`src/rtl/remote_comm_e.sv`:
```
// Host-side command link: sends a 16-bit command as two 8N1 UART bytes, high byte first,
// and receives single-byte responses on an independent UART receiver.
module remote_comm_e #(
  parameter int BAUD_DIV = 434
) (
  input  logic        clk,
  input  logic        rst_n,
  input  logic        RX,
  output logic        TX,
  input  logic [15:0] cmd,
  input  logic        send_cmd,
  output logic        cmd_sent,
  output logic        resp_rdy,
  output logic [7:0]  resp
);

  localparam int HALF_DIV = BAUD_DIV / 2;
  localparam int CW       = $clog2(BAUD_DIV);
  localparam logic [CW-1:0] BAUD_LAST = CW'(BAUD_DIV - 1);
  localparam logic [CW-1:0] HALF_LAST = CW'(HALF_DIV - 1);

  typedef enum logic [1:0] {CMD_IDLE, CMD_HIGH, CMD_LOW} cmd_state_e;
  typedef enum logic [1:0] {RX_IDLE, RX_START, RX_DATA, RX_STOP} rx_state_e;

  // ---------------- command sequencer ----------------
  cmd_state_e cmd_state_q, cmd_state_d;
  logic [7:0] cmd_lo_q, cmd_lo_d;
  logic       cmd_sent_q, cmd_sent_d;
  logic       cmd_accept;
  logic       tx_start;
  logic [7:0] tx_start_byte;
  logic       tx_done;

  always_comb begin
    cmd_state_d   = cmd_state_q;
    cmd_lo_d      = cmd_lo_q;
    cmd_sent_d    = cmd_sent_q;
    cmd_accept    = 1'b0;
    tx_start      = 1'b0;
    tx_start_byte = cmd[15:8];
    case (cmd_state_q)
      CMD_IDLE: begin
        if (send_cmd) begin
          cmd_accept    = 1'b1;
          cmd_lo_d      = cmd[7:0];
          cmd_sent_d    = 1'b0;
          tx_start      = 1'b1;
          tx_start_byte = cmd[15:8];
          cmd_state_d   = CMD_HIGH;
        end
      end
      CMD_HIGH: begin
        // Low byte is reloaded on the stop-bit's final clock, so the two frames abut.
        if (tx_done) begin
          tx_start      = 1'b1;
          tx_start_byte = cmd_lo_q;
          cmd_state_d   = CMD_LOW;
        end
      end
      CMD_LOW: begin
        if (tx_done) begin
          cmd_sent_d  = 1'b1;
          cmd_state_d = CMD_IDLE;
        end
      end
      default: cmd_state_d = CMD_IDLE;
    endcase
  end

  always_ff @(posedge clk or negedge rst_n) begin
    if (!rst_n) begin
      cmd_state_q <= CMD_IDLE;
      cmd_lo_q    <= '0;
      cmd_sent_q  <= 1'b0;
    end else begin
      cmd_state_q <= cmd_state_d;
      cmd_lo_q    <= cmd_lo_d;
      cmd_sent_q  <= cmd_sent_d;
    end
  end

  // ---------------- UART transmitter ----------------
  logic          tx_busy_q, tx_busy_d;
  logic [8:0]    tx_shift_q, tx_shift_d;
  logic [CW-1:0] tx_baud_q, tx_baud_d;
  logic [3:0]    tx_bit_q, tx_bit_d;
  logic          tx_q, tx_d;

  assign tx_done = tx_busy_q && (tx_baud_q == BAUD_LAST) && (tx_bit_q == 4'd9);

  always_comb begin
    tx_busy_d  = tx_busy_q;
    tx_shift_d = tx_shift_q;
    tx_baud_d  = tx_baud_q;
    tx_bit_d   = tx_bit_q;
    tx_d       = tx_q;
    if (tx_busy_q) begin
      if (tx_baud_q == BAUD_LAST) begin
        tx_baud_d = '0;
        if (tx_bit_q == 4'd9) begin
          tx_busy_d = 1'b0;
        end else begin
          // Shift register carries data then the stop '1' filled in from the top.
          tx_d       = tx_shift_q[0];
          tx_shift_d = {1'b1, tx_shift_q[8:1]};
          tx_bit_d   = tx_bit_q + 4'd1;
        end
      end else begin
        tx_baud_d = tx_baud_q + 1'b1;
      end
    end
    if (tx_start) begin
      tx_busy_d  = 1'b1;
      tx_shift_d = {1'b1, tx_start_byte};
      tx_baud_d  = '0;
      tx_bit_d   = 4'd0;
      tx_d       = 1'b0;
    end
  end

  always_ff @(posedge clk or negedge rst_n) begin
    if (!rst_n) begin
      tx_busy_q  <= 1'b0;
      tx_shift_q <= '0;
      tx_baud_q  <= '0;
      tx_bit_q   <= '0;
      tx_q       <= 1'b1;
    end else begin
      tx_busy_q  <= tx_busy_d;
      tx_shift_q <= tx_shift_d;
      tx_baud_q  <= tx_baud_d;
      tx_bit_q   <= tx_bit_d;
      tx_q       <= tx_d;
    end
  end

  // ---------------- UART receiver ----------------
  logic          rx_s1_q, rx_s2_q, rx_prev_q;
  rx_state_e     rx_state_q, rx_state_d;
  logic [CW-1:0] rx_cnt_q, rx_cnt_d;
  logic [2:0]    rx_bit_q, rx_bit_d;
  logic [7:0]    rx_shift_q, rx_shift_d;
  logic [7:0]    resp_q, resp_d;
  logic          resp_rdy_q, resp_rdy_d;

  always_comb begin
    rx_state_d = rx_state_q;
    rx_cnt_d   = rx_cnt_q;
    rx_bit_d   = rx_bit_q;
    rx_shift_d = rx_shift_q;
    resp_d     = resp_q;
    resp_rdy_d = resp_rdy_q;
    if (cmd_accept) resp_rdy_d = 1'b0;
    // Frame completion is evaluated after the clear so a coincident set wins.
    case (rx_state_q)
      RX_IDLE: begin
        if (rx_prev_q && !rx_s2_q) begin
          rx_state_d = RX_START;
          rx_cnt_d   = '0;
        end
      end
      RX_START: begin
        if (rx_cnt_q == HALF_LAST) begin
          rx_cnt_d = '0;
          if (rx_s2_q) begin
            rx_state_d = RX_IDLE;
          end else begin
            rx_state_d = RX_DATA;
            rx_bit_d   = 3'd0;
            resp_rdy_d = 1'b0;
          end
        end else begin
          rx_cnt_d = rx_cnt_q + 1'b1;
        end
      end
      RX_DATA: begin
        if (rx_cnt_q == BAUD_LAST) begin
          rx_cnt_d   = '0;
          rx_shift_d = {rx_s2_q, rx_shift_q[7:1]};
          if (rx_bit_q == 3'd7) rx_state_d = RX_STOP;
          else                  rx_bit_d   = rx_bit_q + 3'd1;
        end else begin
          rx_cnt_d = rx_cnt_q + 1'b1;
        end
      end
      RX_STOP: begin
        if (rx_cnt_q == BAUD_LAST) begin
          rx_cnt_d   = '0;
          resp_d     = rx_shift_q;
          resp_rdy_d = 1'b1;
          rx_state_d = RX_IDLE;
        end else begin
          rx_cnt_d = rx_cnt_q + 1'b1;
        end
      end
      default: rx_state_d = RX_IDLE;
    endcase
  end

  always_ff @(posedge clk or negedge rst_n) begin
    if (!rst_n) begin
      rx_s1_q    <= 1'b1;
      rx_s2_q    <= 1'b1;
      rx_prev_q  <= 1'b1;
      rx_state_q <= RX_IDLE;
      rx_cnt_q   <= '0;
      rx_bit_q   <= '0;
      rx_shift_q <= '0;
      resp_q     <= '0;
      resp_rdy_q <= 1'b0;
    end else begin
      rx_s1_q    <= RX;
      rx_s2_q    <= rx_s1_q;
      rx_prev_q  <= rx_s2_q;
      rx_state_q <= rx_state_d;
      rx_cnt_q   <= rx_cnt_d;
      rx_bit_q   <= rx_bit_d;
      rx_shift_q <= rx_shift_d;
      resp_q     <= resp_d;
      resp_rdy_q <= resp_rdy_d;
    end
  end

  assign TX       = tx_q;
  assign cmd_sent = cmd_sent_q;
  assign resp_rdy = resp_rdy_q;
  assign resp     = resp_q;

endmodule

```
`config.mk`:
```
export PLATFORM = sky130hd
export DESIGN_NAME = remote_comm_e
export DESIGN_NICKNAME = d
export VERILOG_FILES = /design/src/rtl/remote_comm_e.sv
export SDC_FILE = /design/constraint.sdc
export NUM_CORES = 1
export LEC_CHECK = 0
export ABC_AREA = 1
export BUFFER_PORTS_ARGS = -buffer_cell sky130_fd_sc_hd__buf_4
export CORE_ASPECT_RATIO = 1.5
export CORE_MARGIN = 2
export CORE_UTILIZATION = 59
export CTS_CLUSTER_DIAMETER = 80
export DETAILED_ROUTE_END_ITERATION = 8
export GPL_ROUTABILITY_DRIVEN = 0
export GPL_TIMING_DRIVEN = 0
export PLACE_DENSITY = 0.84
export REMOVE_ABC_BUFFERS = 1
export SETUP_SLACK_MARGIN = 0.3
export SYNTH_ARGS = -nofsm -noshare
export SYNTH_HDL_FRONTEND = slang
export SYNTH_SLANG_ARGS = --single-unit
```
`constraint.sdc`:
```
create_clock -name clk -period 2.3 [get_ports clk]
set_input_delay 0.345 -clock clk [delete_from_list [all_inputs] [get_ports clk]]
set_output_delay 0.345 -clock clk [all_outputs]
set_load 0.005 [all_outputs]
```
# After elaboration in Yosys (flattened, before gate mapping)

Index checks and enable logic that the tools add are counted.

Flip-flop bits (word level): 69
Input port bits: 20
Output and inout port bits: 11
Logic and storage cells: 114

$add $sub $neg: 4
Equality and inequality tests: 21
Muxes and demuxes: 53
Reduce and logical (&&, ||, !) cells: 19

Operators with widths:

| operator                                                         | count |
|---|---|
| 9-bit two-way mux                                                | 10 |
| 9-bit one-hot mux with 3 select lines                            | 1 |
| 2-bit != test (second input constant)                            | 11 |
| 9-bit by 1-bit adder with 9-bit output (second input constant)   | 2 |
| 9-bit == test (second input constant)                            | 2 |
| 2-bit two-way mux                                                | 9 |
| 1-bit two-way mux                                                | 17 |
| 4-bit two-way mux                                                | 4 |
| 8-bit two-way mux                                                | 2 |
| 3-bit two-way mux                                                | 4 |
| 5-bit AND reduction                                              | 2 |
| 9-bit by 8-bit == test with 1-bit output (second input constant) | 1 |
| 3-bit AND reduction                                              | 3 |
| 2-bit one-hot mux with 4 select lines                            | 1 |
| 2-bit nonzero test                                               | 4 |
| 2-bit == test (second input constant)                            | 3 |
| 1-bit one-hot mux with 2 select lines                            | 3 |
| 2-bit one-hot mux with 3 select lines                            | 1 |
| 3-bit one-hot mux with 2 select lines                            | 1 |
| 2-bit AND reduction                                              | 3 |
| 4-bit by 1-bit adder with 4-bit output (second input constant)   | 1 |
| 2-bit by 1-bit == test with 1-bit output (second input constant) | 2 |
| 4-bit == test (second input constant)                            | 1 |
| 2-bit logical NOT                                                | 2 |
| 5 further kinds                                                  | 7 |

# Depth between registers and ports, before layout

Depth after elaboration: 7
Mapped depth: 12
Mapped depth without buffers: 11

# Least setup slack after synthesis

No wires, ideal clock.

Path type: register to register
Start: reg tx_baud_q[1]
End: reg tx_shift_q[7]
Library setup time: 73 ps
Data arrival time: 1558 ps
Data required time: 2227 ps
Slack: 669 ps
Cell stages (with the launch flop): 12
Buffers on the path: 1
Clock period less this slack: 1631 ps
Path through: dfrtp_1 inv_1 ha_1 inv_1 nor2_1 nand2_4 nor2_8 nand4_4 buf_6 nand2_2 nand2_1 a21oi_2

Cells in the longest elaborated chain, start to end: 7
Elaborated cells on any way between the ends: 12
Classes of those cells: eq/ne: 2; mux: 5; reduce/logical: 5

RTL lines:

| element                                                                     | RTL line | text |
|---|---|---|
| start: declaration                                                          | 85       | `logic [CW-1:0] tx_baud_q, tx_baud_d;` |
| start signal: assignment                                                    | 131      | `tx_baud_q <= tx_baud_d;` |
| 9-bit == test (*)                                                           | 89, 98   |  |
| 1-bit logical AND (2 in a row)                                              | 89       | `assign tx_done = tx_busy_q && (tx_baud_q == BAUD_LAST) && (tx_bit_q == 4'd9);` |
| 1-bit two-way mux                                                           | 54       | `if (tx_done) begin` |
| 1-bit one-hot mux with 2 select lines                                       | 41       | `case (cmd_state_q)` |
| 2-bit != test (no source line) / 2-bit nonzero test (equally long branches) | n/a      |  |
| 3-bit AND reduction (no source line)                                        | n/a      |  |
| end signal: assignment                                                      | 130      | `tx_shift_q <= tx_shift_d;` |
| end: declaration                                                            | 84       | `logic [8:0] tx_shift_q, tx_shift_d;` |

Mark *: on every way between the ends. The rest lies on a longest branch, timed or not.
A chain may end at the register's enable or synchronous reset.

# Worst setup path after layout

Start: reg tx_baud_q[1]
End: reg tx_bit_q[2]

Cells in the longest elaborated chain, start to end: 7
Elaborated cells on any way between the ends: 10
Classes of those cells: eq/ne: 2; mux: 3; reduce/logical: 5

RTL lines:

| element                                                                     | RTL line | text |
|---|---|---|
| 9-bit == test (*)                                                           | 89, 98   |  |
| 1-bit logical AND (2 in a row)                                              | 89       |  |
| 1-bit two-way mux                                                           | 54       |  |
| 1-bit one-hot mux with 2 select lines                                       | 41       |  |
| 2-bit != test (no source line) / 2-bit nonzero test (equally long branches) | n/a      |  |
| 3-bit AND reduction (no source line)                                        | n/a      |  |
| end signal: assignment                                                      | 132      | `tx_bit_q <= tx_bit_d;` |
| end: declaration                                                            | 86       | `logic [3:0] tx_bit_q, tx_bit_d;` |

Marked as above.

==> results.ini <==
[status]
status=finished, final reports clean

[sta]
setup_violations=0
worstMarginPinSlew_ns=0.8533
holdWs_ns=0.1111
finalCriticalPeriod_ns=1.839
max-slew-margin-rel_pct=43.11
tns_ns=0
grt_setup_unrepaired=yes
skew_ns=0.008855
drv_slew=0
clock.fmax_ghz=0.5437
fin_crit_sh_pct=79.96
hold_viol=0

[global_routing]
grt_pass1_vias=2925
antenna_found_initial=0
grt_use_total_pct=23.37
grt_pass1_wl_um=11860
grt_max_degree=70
grt_overflow=0

[setup_path]
crit_path_end_kind=flop
cp-startpoint=tx_baud_q[1]
r2r_cells=11
worstReg2RegStart=tx_baud_q[1]
cp.required_ns=2.53
startpoint_type=flop
crit_fanout=11
arrival_ns=2.07
path_class=reg2reg

[synthesis]
mappedNetlistArea_mm2=0.003493
ys_seq_area_share_pct=49.57
synth_cells=420
ys_seq_elements=69
synth.distinct_cells=35
yosysWarnings=0
avgSynthCellArea_um2=8.317

[drt]
drtAntennaViolNets=0
vias=2854
firstDrtPassIters=4
vias_per_cell=5.325
post_drt_wl_per_cell_um=13.28
post-route-drc-count=0
drt-initial-drc-count=173
wl_um=7119

[placement]
post_dp_cell_area_mm2=0.003742
portBuffers=30
dpl.hpwl_um=4415

[pwr]
pwr-share-seq_pct=52.2
ir_worst_vdd_mv=0.4558
p_leak_nw=2.013
p_switching_uw=702.0
p_sw_share_pct=26.56
internal_power_mw=1.941
clkPwrFrac_pct=36.5
pwr-share-comb_pct=11.3
total_power_mw=2.643
p_per_area_mw_per_mm2=657.0

[floorplanning]
floorplan.initialDensity_pct=60.83
io_pins=31
die_area_mm2=0.006565
dieWidth_um=66.83
rows=34
die_h_um=98.24
coreArea_mm2=0.005743

[cells_and_area]
nFillCells=446
fin_nets=488
final_cell_mix=nand2_1, dfrtp_1, inv_1
n_antenna_cell=0
final_cell_area_mm2=0.004023
drive_gt1_share_pct=19.18
final_common_cell=nand2_1
syn_to_final_growth_pct=15.15

[clock_network]
cts-root-buf=clkbuf_8
cts_sinks=69
clockBufferDepth=2
cts_tree=done
clkTransAtPathRegs_ns=0.07
htreeDepth=3
ctsHoldBuffers=0
clkLatencyLatePin_ns=0.34
numCtsBuffers=9

[flow_run]
max-cap-violations=0

[hold_path]
hold_path.class=in2async

-- path summary, 6_finish.rpt --
path / slack, ns / end
setup reg to reg: 0.46 / tx_bit_q[2]
min in group clk: 0.11 / rx_s1_q
max in group asynchronous: 1.59 / tx_busy_q
hold / removal: 0.11 / rx_shift_q[1]
hold reg to reg: 0.36 / rx_s2_q
setup / recovery: 0.46 / tx_bit_q[2]
-- state kept, by name (all words and copies together), names as in the netlist, 2 cells and up, named ones only --
| register | count |
|---|---|
| resp | 8 |
| tx_shift_q | 9 |
| tx_baud_q | 9 |
| rx_bit_q | 3 |
| cmd_lo_q | 8 |
| rx_cnt_q | 9 |
| cmd_state_q | 2 |
| tx_bit_q | 4 |
| rx_shift_q | 8 |
-- synthesized netlist by cell type --
library cell	count	share of area (%)
a21boi_0	1	0.21
a21oi_1	4	0.57
a21oi_2	7	1.8
buf_1	1	0.11
buf_2	5	0.72
buf_4	1	0.21
buf_6	2	0.64
clkbuf_1	2	0.21
clkinv_1	1	0.11
clkinv_2	1	0.14
dfrtp_1	65	47
dfstp_2	4	3.0
ha_1	9	3.2
inv_1	53	5.7
inv_2	2	0.21
nand2_1	111	12
nand2_2	5	0.90
nand2_4	2	0.64
nand3_1	26	3.7
nand3_2	2	0.57
nand3b_1	2	0.43
nand4_1	12	2.1
nand4_4	1	0.61
nor2_1	33	3.5
nor2_2	4	0.72
nor2_4	1	0.32
nor2_8	1	0.57
nor3_1	6	0.86
nor3b_1	2	0.43
o211ai_1	9	1.9
o21ai_0	35	5.0
o21ai_1	1	0.14
or2_2	2	0.36
xnor2_1	1	0.25
xor2_1	6	1.5
-- per-layer routing --
metal,routed length (um),vias up,GRT usage (%)
met1,2849,1350,27.71
li1,-,1422,-
met2,3832,65,39.54
met4,182,0,11.62
met5,0,-,0
met3,253,17,4.608
-- metrics by stage --
step | util [%] | instances | setup slack, ns
after CTS | 69.04 | 530 | 0.3895
after global placement | 65.16 | 511 | -0.3784
after floorplan | - | 409 | 0.1453
final | 70.04 | 536 | 0.4609
after detailed placement | 65.16 | 511 | -0.3961
after global routing | 70.04 | 536 | 0.2809
-- worst max-delay path: stages, from the launching register on --
cell and delay [ns]:
dfrtp_1 0.41, inv_1 0.06, ha_1 0.16, inv_1 0.04
nor2_1 0.16, nand2_4 0.09, nor2_8 0.17, nand2_2 0.21
inv_2 0.15, nand2_1 0.08, xor2_1 0.14, nor2_1 0.06
-- timing repair --
action / in CTS / in global routing
setup endpoints to repair: 27 / 26
buffers inserted: 3 / 5
endpoints found under the hold margin: 0 / 0
pin swaps: 0 / 2
gates cloned: 0 / 1
resized for setup: 2 / 4
-- power groups by stage --
stage / Sequential (mW) / Clock [mW] / Combinational, mW
6_report: 1.38 / 0.965 / 0.299
5_1_grt: 1.39 / 1.03 / 0.350
3_3_place_gp: 1.40 / 0 / 0.276
2_1_floorplan: 1.38 / 0 / 0.203
3_5_place_dp: 1.40 / 0 / 0.286
4_1_cts: 1.38 / 0.977 / 0.302
-- area by class of cell --
class / instances / area [um2] / area share, %
clock buffers: 12 / 145.1 / 3.608
clock inverters: 4 / 47.55 / 1.182
inverters: 57 / 219.0 / 5.443
multi-input cells: 284 / 1501 / 37.33
flip-flops and latches: 69 / 1734 / 43.11
well taps: 72 / 90.09 / 2.240
repair buffers: 38 / 285.3 / 7.092
-- cells by family after synthesis --
family | after synthesis | synth area share, %
buffers and inverters | 68 | 8.058
AO/OA/AOI/OAI | 57 | 9.635
flip-flops | 69 | 49.57
AND/OR/NAND/NOR | 210 | 27.76
XOR/XNOR | 7 | 1.755
adder cells (fa/ha/maj) | 9 | 3.224
(Power assumes the default switching activity.)
